## src/rtl/iter_divider.sv

```systemverilog
// Multi-cycle radix-2 restoring divider for DIV/DIVU/REM/REMU with RISC-V
// corner-case results, an operand-reuse fast path and a flush input.
module iter_divider #(
  parameter int DATA_WIDTH = 32,
  parameter bit REUSE_EN   = 1'b1
) (
  input  logic                  clk,
  input  logic                  rst_n,
  input  logic                  start_i,
  input  logic [DATA_WIDTH-1:0] op_a_i,
  input  logic [DATA_WIDTH-1:0] op_b_i,
  input  logic [1:0]            funct_i,
  input  logic                  flush_i,
  output logic                  busy_o,
  output logic                  done_o,
  output logic [DATA_WIDTH-1:0] result_o
);
  localparam int CNT_W = $clog2(DATA_WIDTH);
  localparam logic [DATA_WIDTH-1:0] MIN_NEG  = {1'b1, {(DATA_WIDTH-1){1'b0}}};
  localparam logic [CNT_W-1:0]      CNT_INIT = CNT_W'(DATA_WIDTH-1);

  typedef enum logic [1:0] {IDLE, CALC, FIXUP, DONE} state_t;

  function automatic logic [DATA_WIDTH-1:0] negate(input logic [DATA_WIDTH-1:0] v);
    return ~v + DATA_WIDTH'(1);
  endfunction

  function automatic logic [DATA_WIDTH-1:0] magnitude(input logic signed [DATA_WIDTH-1:0] v,
                                                      input logic is_signed);
    return (is_signed && v[DATA_WIDTH-1]) ? negate(v) : v;
  endfunction

  state_t state_q, state_d;
  logic   busy_d, done_d;

  logic [CNT_W-1:0]      cnt_q;
  logic [DATA_WIDTH-1:0] result_q;
  logic [DATA_WIDTH-1:0] rem_q, quo_q, div_q;
  logic                  neg_quo_q, neg_rem_q, sel_rem_q;
  logic [DATA_WIDTH-1:0] pend_a_q, pend_b_q;
  logic                  pend_u_q;

  // Reuse entry: operands, signedness and both results of the last completed op
  logic                  ent_vld_q;
  logic [DATA_WIDTH-1:0] ent_a_q, ent_b_q, ent_quo_q, ent_rem_q;
  logic                  ent_u_q;

  logic                  can_accept, accept, is_signed_in;
  logic                  reuse_hit, div_zero, sgn_ovf, fast_path;
  logic [DATA_WIDTH-1:0] fast_quo, fast_rem, quo_fix, rem_fix;
  logic [DATA_WIDTH:0]   shift_w, diff_w;

  assign can_accept   = (state_q == IDLE) || (state_q == DONE);
  assign accept       = can_accept && start_i && !flush_i;
  assign is_signed_in = ~funct_i[0];
  assign reuse_hit    = REUSE_EN && ent_vld_q && (op_a_i == ent_a_q) &&
                        (op_b_i == ent_b_q) && (funct_i[0] == ent_u_q);
  assign div_zero     = (op_b_i == '0);
  assign sgn_ovf      = is_signed_in && (op_a_i == MIN_NEG) && (op_b_i == '1);
  assign fast_path    = reuse_hit || div_zero || sgn_ovf;

  always_comb begin
    fast_quo = ent_quo_q;
    fast_rem = ent_rem_q;
    if (!reuse_hit) begin
      if (div_zero) begin
        fast_quo = '1;
        fast_rem = op_a_i;
      end else begin
        fast_quo = op_a_i;
        fast_rem = '0;
      end
    end
  end

  // One restoring step; the extra top bit keeps the trial subtraction exact
  assign shift_w = {rem_q, quo_q[DATA_WIDTH-1]};
  assign diff_w  = shift_w - {1'b0, div_q};
  assign quo_fix = neg_quo_q ? negate(quo_q) : quo_q;
  assign rem_fix = neg_rem_q ? negate(rem_q) : rem_q;

  always_ff @(posedge clk) begin
    if (!rst_n) state_q <= IDLE;
    else        state_q <= state_d;
  end

  always_comb begin
    state_d = state_q;
    case (state_q)
      IDLE, DONE: begin
        if (start_i) state_d = fast_path ? DONE : CALC;
        else         state_d = IDLE;
      end
      CALC:    if (cnt_q == '0) state_d = FIXUP;
      FIXUP:   state_d = DONE;
      default: state_d = IDLE;
    endcase
    if (flush_i) state_d = IDLE;
  end

  always_comb begin
    busy_d = (state_d == CALC) || (state_d == FIXUP);
    done_d = (state_d == DONE);
  end

  always_ff @(posedge clk) begin
    if (!rst_n) begin
      busy_o    <= 1'b0;
      done_o    <= 1'b0;
      result_q  <= '0;
      cnt_q     <= '0;
      ent_vld_q <= 1'b0;
    end else begin
      busy_o <= busy_d;
      done_o <= done_d;
      if (flush_i)
        ent_vld_q <= 1'b0;
      else if ((accept && fast_path) || state_q == FIXUP)
        ent_vld_q <= 1'b1;
      if (accept) begin
        if (fast_path) result_q <= funct_i[1] ? fast_rem : fast_quo;
        else           cnt_q    <= CNT_INIT;
      end else if (state_q == CALC) begin
        cnt_q <= cnt_q - CNT_W'(1);
      end else if (state_q == FIXUP && !flush_i) begin
        result_q <= sel_rem_q ? rem_fix : quo_fix;
      end
    end
  end

  always_ff @(posedge clk) begin
    if (accept) begin
      sel_rem_q <= funct_i[1];
      if (fast_path) begin
        ent_a_q   <= op_a_i;
        ent_b_q   <= op_b_i;
        ent_u_q   <= funct_i[0];
        ent_quo_q <= fast_quo;
        ent_rem_q <= fast_rem;
      end else begin
        pend_a_q  <= op_a_i;
        pend_b_q  <= op_b_i;
        pend_u_q  <= funct_i[0];
        rem_q     <= '0;
        quo_q     <= magnitude(op_a_i, is_signed_in);
        div_q     <= magnitude(op_b_i, is_signed_in);
        neg_quo_q <= is_signed_in && (op_a_i[DATA_WIDTH-1] ^ op_b_i[DATA_WIDTH-1]);
        neg_rem_q <= is_signed_in && op_a_i[DATA_WIDTH-1];
      end
    end else if (state_q == CALC) begin
      rem_q <= diff_w[DATA_WIDTH] ? shift_w[DATA_WIDTH-1:0] : diff_w[DATA_WIDTH-1:0];
      quo_q <= {quo_q[DATA_WIDTH-2:0], ~diff_w[DATA_WIDTH]};
    end else if (state_q == FIXUP) begin
      ent_a_q   <= pend_a_q;
      ent_b_q   <= pend_b_q;
      ent_u_q   <= pend_u_q;
      ent_quo_q <= quo_fix;
      ent_rem_q <= rem_fix;
    end
  end

  assign result_o = result_q;

endmodule

```

## config.mk

```make
export PLATFORM = sky130hd
export DESIGN_NAME = iter_divider
export DESIGN_NICKNAME = d
export VERILOG_FILES = /design/src/rtl/iter_divider.sv
export SDC_FILE = /design/constraint.sdc
export NUM_CORES = 1
export LEC_CHECK = 0
export ABC_CLOCK_PERIOD_IN_PS = 10400
export CELL_PAD_IN_SITES_DETAIL_PLACEMENT = 1
export CELL_PAD_IN_SITES_GLOBAL_PLACEMENT = 1
export CORE_MARGIN = 2
export CORE_UTILIZATION = 45
export CTS_BUF_LIST = sky130_fd_sc_hd__clkbuf_2 sky130_fd_sc_hd__clkbuf_4 sky130_fd_sc_hd__clkbuf_8
export CTS_CLUSTER_DIAMETER = 150
export DETAILED_ROUTE_END_ITERATION = 10
export MAX_ROUTING_LAYER = met4
export PLACE_DENSITY_LB_ADDON = 0.2
export SETUP_SLACK_MARGIN = 0.02
export SYNTH_ARGS = -nofsm -noshare
export SYNTH_HDL_FRONTEND = slang
export SYNTH_SLANG_ARGS = --single-unit
```

## constraint.sdc

```tcl
create_clock -name clk -period 10.4 [get_ports clk]
set_input_delay 1.04 -clock clk [delete_from_list [all_inputs] [get_ports clk]]
set_output_delay 1.04 -clock clk [all_outputs]
set_load 0.01 [all_outputs]
```

Word level (Yosys, flattened, before mapping)
Cells that the tools add are included.

storage, ports and cells
  register bits after elaboration = 335
  bits in latches = 0
  bits in writable memories = 0
  bits in read-only memories = 0
  input port bits = 70
  output and inout bits = 34
  word-level logic and storage cells = 128
  memories kept = 0

operators by class
  $add $sub $neg = 6
  $mul = 0
  div/mod/pow operators = 0
  $lt $le $gt $ge = 0
  equal/unequal tests = 14
  shifts and indexed selects = 0
  mux-type cells = 49
  bitwise operators = 9
  reductions and logical operators = 30

operator list
  kind                                                                    count
  32-bit two-way mux                                                      37
  32-bit by 1-bit adder with 32-bit output (second input constant)        4
  32-bit inverter                                                         4
  32-bit equality test                                                    2
  32-bit equality test (second input constant)                            2
  33-bit by 32-bit subtractor with 33-bit output                          1
  32-bit logical NOT                                                      1
  5-bit two-way mux                                                       3
  1-bit logical AND                                                       12
  2-bit equality test (second input constant)                             4
  2-bit two-way mux                                                       4
  2-bit case mux with 3 select lines                                      1
  3-bit AND reduction                                                     2
  2-bit nonzero test                                                      3
  5-bit logical NOT                                                       1
  1-bit logical OR                                                        5
  5-bit by 1-bit subtractor with 5-bit output (second input constant)     1
  2-bit by 1-bit equality test with 1-bit output (second input constant)  2
  1-bit two-way mux                                                       4
  2-bit != test (second input constant)                                   2
  1-bit inverter                                                          4
  2-bit AND reduction                                                     2
  2-bit OR reduction                                                      2
  2-bit logical NOT                                                       1
  4 further kinds                                                         4

Longest topological paths before layout
Gate-level depths: netlist of run 1.

  depth after elaboration = 12
  depth in mapped cells = 14
  mapped depth without buffers = 12

Least setup slack after synthesis of run 1
No wires, ideal clock.

  kind = in2reg
  start point = input port op_b_i[14]
  end point = register ent_a_q[0], enable pin
  library setup time = 493 ps
  arrival = 5524 ps
  required time = 9907 ps
  path slack = 4383 ps
  cell stages on the path = 8
  path buffers = 1
  path through = clkbuf_1 or4_1 nor4_2 nor2b_1 nand4_1 nor4_4 o31ai_1 nand2_1

on the way
  word-level cells in the longest chain between the ends = 7
  elaborated cells between the ends (all ways) = 10
  those cells by class = 3 x eq/ne; 7 x reduce/logical

ends and longest elaborated chain
  what                                                         line  text
  start, declared                                              11    input logic [DATA_WIDTH-1:0] op_b_i,
  32-bit equality test                                         57    (op_b_i == ent_b_q) && (funct_i[0] == ent_u_q);
  1-bit logical AND                                            56    assign reuse_hit = REUSE_EN && ent_vld_q && (op_a_i == ent_a_q) &&
  1-bit logical AND                                            57
  1-bit logical OR                                             60    assign fast_path = reuse_hit || div_zero || sgn_ovf;
  1-bit logical OR *                                           60
  2-bit by 1-bit != test with 1-bit output (no source line) *  n/a
  3-bit AND reduction (no source line) *                       n/a
  end signal, assigned                                         135   ent_a_q <= op_a_i;
  end signal, assigned                                         154   ent_a_q <= pend_a_q;
  end, declared                                                45    logic [DATA_WIDTH-1:0] ent_a_q, ent_b_q, ent_quo_q, ent_rem_q;

Mark *: on every way between the ends. The rest lies on a longest branch, timed or not.
A chain may end at the register's enable or synchronous reset.

Worst setup path after layout of run 1
  start point = input port op_b_i[4]
  end point = register ent_a_q[16], enable pin

Same word-level chain as after synthesis.

==> qor.csv, run 1 <==
stage,metric,value,unit
outcome,status,completed,
timing,Slew headroom,0.1754,
drt,total wire length,67980,um
layout,# fillers,5058,
logic_synthesis,Synth Area in Simple Gates,0.1649,
placed_design,# port buffers,103,
drt,drt via density,6.025,
cts,CTS buffer count,60,
floorplan,# rows,77,
cts,Clock Tree Root,clkbuf_8,
worst_setup_path,critical path launch point type,input port,
worst_setup_path,Crit. End Element,flip-flop,
drt,wire per inst,24.10,um
pwr,Max VDD drop,0.1001,mV
grt,Overflow after GRT,0,
timing,Worst-Margin Slew,1234,ps
floorplan,Core ar.,44120,um^2
logic_synthesis,compound-gate portion of the synthesized area,0.1781,
flow_run,max-cap violations,0,
cts,hold buffer count at CTS,0,
placed_design,HPWL Detailed,46460,um
floorplan,initial core utilization,0.4555,
logic_synthesis,synth unique cells,75,
logic_synthesis,"Seq/Total Area, Yosys",0.4781,
timing,final hold violation count,0,
logic_synthesis,Synth Warn #,0,
logic_synthesis,Post-synth top cells,"nand2_1 (338), edfxtp_1 (292), a21oi_1 (179)",
placed_design,gpl congestion,0.9019,
worst_hold_path,Hold Startpoint,result_o[0],
worst_setup_path,crit path kind,input port to flip-flop,
drt,DRT iter0 DRCs,1676,
worst_setup_path,CP max FO,66,
floorplan,Die X,215.3,um
pwr,P per Cell Area,161.3,nW/um^2
timing,# setup viols final,0,
layout,Final #Nets,2296,
layout,synthesis-to-finish area growth,12.94,%
timing,RSZ-0062 raised after global routing,false,
timing,minimum clock period,5582,ps
cts,CTS Sinks,334,
cts,clock transition at the registers of the reported paths,60,ps
worst_setup_path,crit-path max cell delay,830,ps
timing,clk_skew,36.05,ps
worst_setup_path,critical path arrival,5880,ps
grt,number of global-route vias before repair,17035,
layout,n_diodes,0,
pwr,Leak Pwr,0.008316,uW
drt,Vias,16997,
cts,post-cts gate resize count,0,
logic_synthesis,Avg Inst Size Synth,9.279,um^2
worst_setup_path,CP Cell Sequence,clkdlybuf4s50_1 > xor2_1 > nor4_1 > nand4_1 > nor2_1 > and3_1 > buf_4 > o31ai_1 > nand2_4 > buf_4,
logic_synthesis,register bit total from synthesis,334,
layout,layout cells sized above 1,0.07223,
grt,antenna violations before repair,0,
logic_synthesis,largest family of logic cells by synthesized area,compound AO/OA/AOI/OAI gates,
logic_synthesis,"Async S/R FF share, synth",0,
worst_setup_path,Worst R2R Path Depth,9,
cts,Max Root-Sink Buffers,3,
drt,Initial DRT Pass Iterations,5,
timing,FMAX,0.1791,GHz
floorplan,# IOs,104,
worst_setup_path,"Top cell by count, worst path",buf_4,
logic_synthesis,XOR/XNOR share of the synthesized area,0.08497,
logic_synthesis,ranking of synthesized cells by area,"edfxtp_1 (44%), nand2_1 (6.3%), xnor2_1 (4.7%)",
worst_setup_path,reg-to-reg startpoint,ent_b_q[4],
cts,Skew-Pair Late Insertion Delay,680,ps
logic_synthesis,Synth top area share,0.4363,
logic_synthesis,Synth Cell Area,20100,um^2
pwr,Power Total,3662,uW
logic_synthesis,Synthesized Nets,2279,
grt,largest net degree at the start of global routing,197,
logic_synthesis,"count leader, synth",nand2_1,
timing,Final Max Slew Viols,0,
logic_synthesis,cell taking the most area after synthesis,edfxtp_1,
logic_synthesis,Cells after Synth,2166,
worst_setup_path,CP startpoint,op_b_i[4],
grt,Tot GR Track Use,0.2986,
cts,CTS tree,built,
grt,first-pass GRT wire length,103500,um
cts,post-CTS setup buffers,0,
cts,htree depth,2,
worst_setup_path,flop-to-flop setup slack,5500,ps
floorplan,die height,215.3,um
logic_synthesis,post-synthesis mux area share,0.02029,
floorplan,full die area,46370,um^2
drt,Routed Antenna Nets,0,
logic_synthesis,adder and majority gate portion of the synthesized area,0.02714,
worst_hold_path,Hold Path Stages,2,
worst_hold_path,Worst Hold Class,flip-flop to flip-flop,
timing,period utilisation layout,0.5367,
timing,Setup Total Neg Slack,0,ps
logic_synthesis,predominant post-synthesis flop cell,edfxtp_1,
worst_setup_path,CP Data Required Time,10700,ps
timing,hold_ws,459.8,ps
logic_synthesis,Post-synth EDFFs,292,
worst_setup_path,slowest CP cell,buf_4,
drt,DRC viols,0,
[sequential cells by signal (all words and copies together), names as in the netlist, 5 cells and up]
| register | count |
|---|---|
| div_q | 32 |
| ent_quo_q | 32 |
| result_o | 32 |
| ent_rem_q | 32 |
| pend_b_q | 31 |
| cnt_q | 5 |
| pend_a_q | 32 |
| ent_b_q | 32 |
| quo_q | 32 |
| ent_a_q | 32 |
| rem_q | 32 |
[worst paths after layout]
kind,to
worst max-delay path,ent_a_q[16]
worst min-delay path,result_o[0]
worst max register to register,ent_a_q[16]
worst min register to register,result_o[0]
[report_power, final]
| part | internal (uW) | leakage, uW | switching, uW | total [uW] |
|---|---|---|---|---|
| clock | 707 | 0.000659 | 594 | 1300 |
| sequential | 1550 | 0.00304 | 67.1 | 1610 |
| combinational | 271 | 0.00462 | 476 | 747 |
| total | 2530 | 0.00832 | 1140 | 3660 |
[final cells by class]
| type | instances | area, um^2 | share of cell area |
|---|---|---|---|
| Clock buffer | 88 | 1111 | 0.04894 |
| Multi-Input combinational cell | 1587 | 9614 | 0.4235 |
| Inverter | 74 | 285.3 | 0.01257 |
| Sequential cell | 334 | 9609 | 0.4233 |
| Clock inverter | 20 | 128.9 | 0.005677 |
| Tap cell | 592 | 740.7 | 0.03263 |
| Timing Repair Buffer | 126 | 1211 | 0.05335 |
[layout by cell type, fill, tap and decap left out, types with 47 or more instances in the layout]
master	count
nand2_1	336
edfxtp_1	292
a21oi_1	179
o21ai_0	147
nor2_1	146
xnor2_1	108
clkdlybuf4s50_1	102
xor2_1	87
inv_1	72
clkbuf_8	72
o21ai_1	54
or3_1	50
o211ai_1	47
[worst max-delay path, delay by kind of cell]
| family | cells | cell delay (ps) |
|---|---|---|
| xor gates and xnor gates | 1 | 220 |
| buffers and inverters | 3 | 2030 |
| and+or+nand+nor | 5 | 2070 |
| AOI/OAI and AO/OA | 1 | 390 |
[kinds of logic (layout without fill, tap and decap cells)]
group | after synthesis | in the layout
AND/OR/NAND/NOR | 718 | 718
AO/OA/AOI/OAI | 593 | 593
flip-flops | 334 | 334
buffers and inverters | 245 | 308
XOR/XNOR | 195 | 195
adder cells (fa/ha/maj) | 43 | 43
multiplexers | 38 | 38
[stage by stage]
stage | setup slack, ps | cell area (um^2) | util | instances
floorplan | 4383 | 20100 | - | 2166
global placement | 4289 | 21460 | 0.4864 | 2713
detailed placement | 4081 | 21460 | 0.4864 | 2713
CTS | 4813 | 22700 | 0.5145 | 2821
global route | 4503 | 22700 | 0.5145 | 2821
finish | 4818 | 22700 | 0.5145 | 2821
[per-layer routing]
metal / part of all wire / vias up / wire length (um) / GRT usage
li1: - / 7839 / - / -
met1: 0.44 / 8412 / 29770 / 0.4041
met2: 0.44 / 612 / 29860 / 0.4403
met3: 0.076 / 134 / 5147 / 0.04940
met4: 0.047 / 0 / 3206 / 0.1347
met5: 0 / - / 0 / -
(Power assumes the default switching activity.)
==> run 2, diff against run 1 <==
--- a/config.mk
+++ b/config.mk
@@ -5,11 +5,11 @@
 export SDC_FILE = /design/constraint.sdc
 export NUM_CORES = 1
 export LEC_CHECK = 0
-export ABC_CLOCK_PERIOD_IN_PS = 10400
+export ABC_CLOCK_PERIOD_IN_PS = 4900
 export CELL_PAD_IN_SITES_DETAIL_PLACEMENT = 1
 export CELL_PAD_IN_SITES_GLOBAL_PLACEMENT = 1
 export CORE_MARGIN = 2
-export CORE_UTILIZATION = 45
+export CORE_UTILIZATION = 44
 export CTS_BUF_LIST = sky130_fd_sc_hd__clkbuf_2 sky130_fd_sc_hd__clkbuf_4 sky130_fd_sc_hd__clkbuf_8
 export CTS_CLUSTER_DIAMETER = 150
 export DETAILED_ROUTE_END_ITERATION = 10
==> constraint.sdc (replaced) <==
create_clock -name clk -period 4.9 [get_ports clk]
set_input_delay 0.49 -clock clk [delete_from_list [all_inputs] [get_ports clk]]
set_output_delay 0.49 -clock clk [all_outputs]
set_load 0.01 [all_outputs]
==> qor.csv, run 2 (same netlist as run 1, synthesis figures left out) <==
stage,metric,value,unit,change
worst_setup_path,CP Data Required Time,5370,ps,-5330 ps
layout,# fillers,5185,,+2.5%
floorplan,die height,217.7,um,+1.1%
cts,post-cts gate resize count,0,,unchanged
placed_design,pre-CTS WS,678.4,ps,-3403 ps
worst_setup_path,CP Cell Sequence,ha_1 > fa_1 > nor2b_1 > o31a_1 > o21bai_1 > a211o_1 > o211ai_1 > o21ai_1 > nor2_2 > buf_4 > nand2_1 > o21ai_0,,
worst_setup_path,Crit. End Element,flip-flop,,
floorplan,# rows,78,,+1.3%
drt,DRT iter0 DRCs,1605,,-4.2%
outcome,status,completed,,
timing,minimum clock period,4164,ps,
timing,final hold violation count,0,,unchanged
cts,Clock Tree Root,clkbuf_8,,
worst_setup_path,CP max FO,14,,-79%
grt,antenna violations before repair,0,,unchanged
layout,"commonest cells after routing, fill and taps aside","nand2_1 (336), edfxtp_1 (292), a21oi_1 (179), o21ai_0 (147), nor2_1 (146)",,
floorplan,initial core utilization,0.4448,,-0.01070
layout,synthesis-to-finish area growth,15.51,%,
grt,first-pass GRT wire length,105600,um,+2.1%
placed_design,dpl cell area,21910,um^2,+2.1%
drt,Routed Antenna Nets,0,,unchanged
worst_setup_path,critical path arrival,4640,ps,-1240 ps
drt,Initial DRT Pass Iterations,5,,unchanged
layout,Final #Nets,2342,,+2.0%
cts,CTS Sinks,334,,unchanged
placed_design,# port buffers,103,,unchanged
layout,n_diodes,0,,unchanged
timing,# setup viols final,0,,unchanged
drt,wire per inst,23.80,um,-1.2%
drt,DRC viols,0,,unchanged
drt,Vias,17327,,+1.9%
grt,Tot GR Track Use,0.2985,,about the same
timing,Slew headroom,0.1616,,-0.01386
cts,htree depth,2,,unchanged
placed_design,gpl congestion,0.9134,,+1.3%
timing,Setup WS post-layout,735.8,ps,-4082 ps
layout,layout cells sized above 1,0.09342,,+0.02119
cts,post-CTS setup buffers,0,,unchanged
layout,area of the multi-input gates,9624,um^2,+0.10%
grt,number of global-route vias before repair,17366,,+1.9%
worst_hold_path,Worst Hold Class,flip-flop to flip-flop,,
floorplan,# IOs,104,,unchanged
timing,clk_skew,45.57,ps,+9.522 ps
pwr,Leak Pwr,0.008603,uW,+3.5%
cts,hold buffer count at CTS,0,,unchanged
layout,design area,23220,um^2,+2.3%
timing,hold_ws,464.9,ps,+5.083 ps
drt,drt via density,6.016,,-0.15%
pwr,Max VDD drop,0.1969,mV,+97%
cts,Skew-Pair Late Insertion Delay,710,ps,+30 ps
worst_setup_path,crit path kind,flip-flop to flip-flop,,
placed_design,HPWL Detailed,49050,um,+5.6%
grt,Overflow after GRT,0,,unchanged
cts,Max Root-Sink Buffers,3,,unchanged
floorplan,full die area,47410,um^2,+2.2%
floorplan,Die X,217.7,um,+1.1%
drt,total wire length,68560,um,+0.85%
timing,Worst-Margin Slew,1255,ps,+20.74 ps
grt,largest net degree at the start of global routing,140,,-29%
timing,period utilisation layout,0.8498,,
floorplan,Core ar.,45190,um^2,+2.4%
layout,"commonest non-fill, non-tap cell in the layout",nand2_1,,
pwr,P per Cell Area,342.9,nW/um^2,+110%
timing,Final Max Slew Viols,0,,unchanged
timing,Setup Total Neg Slack,0,ps,unchanged
worst_setup_path,critical path launch point type,flip-flop,,
timing,FMAX,0.2401,GHz,
cts,clock transition at the registers of the reported paths,60,ps,about the same
cts,CTS buffer count,61,,+1.7%
timing,RSZ-0062 raised after global routing,false,,
cts,CTS tree,built,,
flow_run,max-cap violations,0,,unchanged
worst_setup_path,crit-path max cell delay,620,ps,-210 ps
pwr,Power Total,7961,uW,+120%
layout,Seq. cell area,9609,um^2,unchanged
worst_setup_path,slowest CP cell,nor2_2,,
run 2: cell count changes in the layout (fill, tap and decap cells not counted), moves of 2 or more:
cell	delta
buf_4	+38
buf_12	+7
clkbuf_8	-5
clkinv_2	+5
bufinv_16	+3
clkbuf_4	+2
run 2: critical path, delay by kind of cell (launching register included):
kind | cells | cell delay (ps)
flip-flops | 1 | 480
buffers and inverters | 1 | 270
adder cells (fa/ha/maj) | 2 | 700
AND/OR/NAND/NOR | 3 | 990
AO/OA/AOI/OAI | 6 | 1480
run 2: per-stage QoR:
stage,std cells,util
CTS,2880,0.5138
finish,2880,0.5138
global placement,2766,0.4848
detailed placement,2766,0.4848
floorplan,2166,-
global route,2880,0.5138
run 2: layer usage:
metal	vias up	wire length, um	track usage
met1	8573	30570	0.4134
met3	144	4794	0.04351
li1	7938	-	-
met4	0	2635	0.1132
met5	-	0	-
met2	672	30550	0.4437
run 2: final cells by class:
class	instances	share of cell area
Clock buffer	85	0.04554
Clock inverter	29	0.01089
Inverter	74	0.01229
Multi-Input combinational cell	1587	0.4146
Sequential cell	334	0.4139
Tap cell	600	0.03234
Timing Repair Buffer	171	0.07049
run 2: final timing paths:
| check | from | endpoint | slack (ps) | depth (start not counted) |
|---|---|---|---|---|
| setup / recovery | div_q[0] | quo_q[0] | 740 | 12 |
| hold / removal | result_o[0] | result_o[0] | 460 | 2 |
| setup reg to reg | div_q[0] | quo_q[0] | 740 | 12 |
| hold reg to reg | result_o[0] | result_o[0] | 460 | 2 |
run 2: power breakdown:
| group | switching (uW) | total, uW | internal [uW] |
|---|---|---|---|
| registers | 134 | 3420 | 3280 |
| logic | 1030 | 1640 | 609 |
| clock network | 1300 | 2910 | 1610 |
| total | 2460 | 7960 | 5500 |
==> run 3, diff against run 2 <==
--- a/config.mk
+++ b/config.mk
@@ -5,7 +5,7 @@
 export SDC_FILE = /design/constraint.sdc
 export NUM_CORES = 1
 export LEC_CHECK = 0
-export ABC_CLOCK_PERIOD_IN_PS = 4900
+export ABC_CLOCK_PERIOD_IN_PS = 3600
 export CELL_PAD_IN_SITES_DETAIL_PLACEMENT = 1
 export CELL_PAD_IN_SITES_GLOBAL_PLACEMENT = 1
 export CORE_MARGIN = 2
==> constraint.sdc (replaced) <==
create_clock -name clk -period 3.6 [get_ports clk]
set_input_delay 0.36 -clock clk [delete_from_list [all_inputs] [get_ports clk]]
set_output_delay 0.36 -clock clk [all_outputs]
set_load 0.01 [all_outputs]
==> qor.csv, run 3 (same netlist as run 1, synthesis figures left out) <==
stage,metric,value,unit,change
outcome,status,completed,,
placed_design,gpl congestion,0.9179,,+0.49%
worst_setup_path,critical path arrival,4010,ps,-630 ps
pwr,sw frac,0.3089,,about the same
cts,CTS Sinks,334,,unchanged
placed_design,HPWL Detailed,51300,um,+4.6%
floorplan,Core ar.,45190,um^2,unchanged
floorplan,# rows,78,,unchanged
drt,DRT iter0 DRCs,1298,,-19%
drt,Vias,17521,,+1.1%
worst_setup_path,crit path buf inv count,1,,unchanged
worst_setup_path,Worst R2R Path Depth,9,,-3
timing,final hold violation count,0,,unchanged
worst_hold_path,Worst Hold Class,input port to flip-flop,,
grt,largest net degree at the start of global routing,115,,-18%
drt,total wire length,69530,um,+1.4%
worst_setup_path,crit-path max cell delay,570,ps,-50 ps
layout,layout cells sized above 1,0.1318,,+0.03839
timing,RSZ-0062 raised after global routing,true,,
drt,wire per inst,23.43,um,-1.6%
worst_setup_path,crit path kind,flip-flop to flip-flop,,
floorplan,die height,217.7,um,unchanged
worst_setup_path,critical path launch point type,flip-flop,,
grt,antenna violations before repair,1,,+1
drt,drt via density,5.905,,-1.8%
placed_design,# port buffers,103,,unchanged
pwr,Net Sw Power,3275,uW,+33%
cts,clock transition at the registers of the reported paths,60,ps,about the same
timing,period utilisation layout,0.9645,,+0.1146
pwr,Sequential Power Share,0.436,,+0.007
cts,CTS tree,built,,
pwr,P per Cell Area,441.3,nW/um^2,+29%
pwr,internal power,7327,uW,+33%
cts,Skew-Pair Late Insertion Delay,670,ps,-40 ps
cts,hold buffer count at CTS,0,,unchanged
flow_run,max-cap violations,0,,unchanged
drt,Routed Antenna Nets,0,,unchanged
timing,FMAX,0.2880,GHz,+20%
worst_hold_path,Hold Crit Endpoint,pend_a_q[26],,
drt,DRC viols,0,,unchanged
worst_hold_path,Hold Path Stages,1,,-1
timing,clk_skew,40.63,ps,-4.940 ps
floorplan,initial core utilization,0.4448,,unchanged
worst_setup_path,reg-to-reg startpoint,rem_q[6],,
layout,# fillers,5067,,-2.3%
grt,number of global-route vias before repair,17735,,+2.1%
grt,Tot GR Track Use,0.3022,,+0.003767
cts,Clock Tree Root,clkbuf_8,,
timing,minimum clock period,3472,ps,-692.1 ps
placed_design,dpl cell area,22850,um^2,+4.3%
worst_setup_path,CP max FO,5,,-9
worst_setup_path,CP Cell Sequence,buf_4 > or4_4 > or4_1 > or3_1 > o31ai_1 > xor2_1 > a21oi_1 > a31oi_2 > a21oi_1,,
pwr,Leak Pwr,0.009058,uW,+5.3%
timing,Final Max Slew Viols,0,,unchanged
layout,n_diodes,0,,unchanged
cts,Max Root-Sink Buffers,3,,unchanged
pwr,Max VDD drop,0.2938,mV,+49%
worst_setup_path,Crit. End Element,flip-flop,,
floorplan,Die X,217.7,um,unchanged
floorplan,full die area,47410,um^2,unchanged
timing,# setup viols final,0,,unchanged
worst_setup_path,"CP delay by family, top",simple AND/OR/NAND/NOR gates,,
layout,"commonest cells after routing, fill and taps aside","nand2_1 (336), edfxtp_1 (292), a21oi_1 (179), nor2_1 (146), o21ai_0 (146)",,
timing,Worst-Margin Slew,1115,ps,-139.6 ps
pwr,Clock power frac,0.336,,-0.029
pwr,combinational power share,0.228,,+0.023
timing,Slew headroom,0.2564,,+0.09482
worst_setup_path,flop-to-flop setup slack,130,ps,-610 ps
cts,htree depth,2,,unchanged
timing,Setup Total Neg Slack,0,ps,unchanged
layout,design area,24030,um^2,+3.5%
grt,Overflow after GRT,0,,unchanged
layout,synthesis-to-finish area growth,19.53,%,
layout,Final #Nets,2439,,+4.1%
worst_setup_path,"Top cell by count, worst path",a21oi_1,,
drt,Initial DRT Pass Iterations,5,,unchanged
grt,first-pass GRT wire length,106700,um,+1.0%
layout,"commonest non-fill, non-tap cell in the layout",nand2_1,,
cts,CTS buffer count,60,,-1.6%
worst_setup_path,slowest CP cell,or4_4,,
worst_setup_path,CP Data Required Time,4130,ps,-1240 ps
worst_setup_path,Critical R2R Capture,result_o[22],,
floorplan,# IOs,104,,unchanged
worst_hold_path,Hold Startpoint,op_a_i[26],,
run 3: area by class of cell:
| class | instances | area [um^2] | share of cell area |
|---|---|---|---|
| repair buffers | 269 | 2560 | 0.1066 |
| inverters | 74 | 286.5 | 0.01193 |
| clock inverters | 12 | 63.81 | 0.002656 |
| multi-input cells | 1587 | 9666 | 0.4023 |
| well taps | 600 | 750.7 | 0.03125 |
| flip-flops and latches | 334 | 9609 | 0.4000 |
| clock buffers | 91 | 1090 | 0.04536 |
run 3: through the flow:
step                hold WS [ps]  utilization  instances  total power, uW  setup slack [ps]
floorplan                  458.9            -       2166             6106            -256.6
global placement           451.1       0.5057       2864             6975             148.0
detailed placement         454.9       0.5057       2864             7068             37.33
CTS                        330.2       0.5312       2967            10640             110.0
global route               372.5       0.5317       2967            11050            -3.573
finish                     376.4       0.5317       2967            10600             127.9
run 3: power groups by stage:
stage | clock [uW] | sequential [uW] | combinational [uW]
detailed placement | 0 | 4690 | 2370
global placement | 0 | 4690 | 2290
global route | 3780 | 4630 | 2640
floorplan | 0 | 4650 | 1460
finish | 3560 | 4620 | 2420
CTS | 3630 | 4610 | 2390
run 3: worst max-delay path by stage:
stage	depth (start not counted)	endpoint	start	slack, ps
global placement	11	quo_q[30]	op_a_i[9]	150
detailed placement	15	result_o[14]	op_b_i[1]	40
floorplan	8	div_q[0]	op_b_i[14]	-260
CTS	9	result_o[22]	rem_q[6]	110
finish	9	result_o[22]	rem_q[6]	130
global route	12	rem_q[19]	rem_q[10]	-4
run 3: metal layers:
layer | GRT usage | wire [um] | part of all wire | vias to the layer above
li1 | - | - | - | 8124
met1 | 0.4116 | 30770 | 0.44 | 8692
met2 | 0.4646 | 31630 | 0.45 | 583
met3 | 0.04268 | 4756 | 0.068 | 122
met4 | 0.1023 | 2377 | 0.034 | 0
met5 | - | 0 | 0 | -
run 3: what timing repair did:
item                       4_1_cts  5_1_grt
setup endpoints to repair        0        3
gates resized for setup          0        5
buffers inserted                 0        0
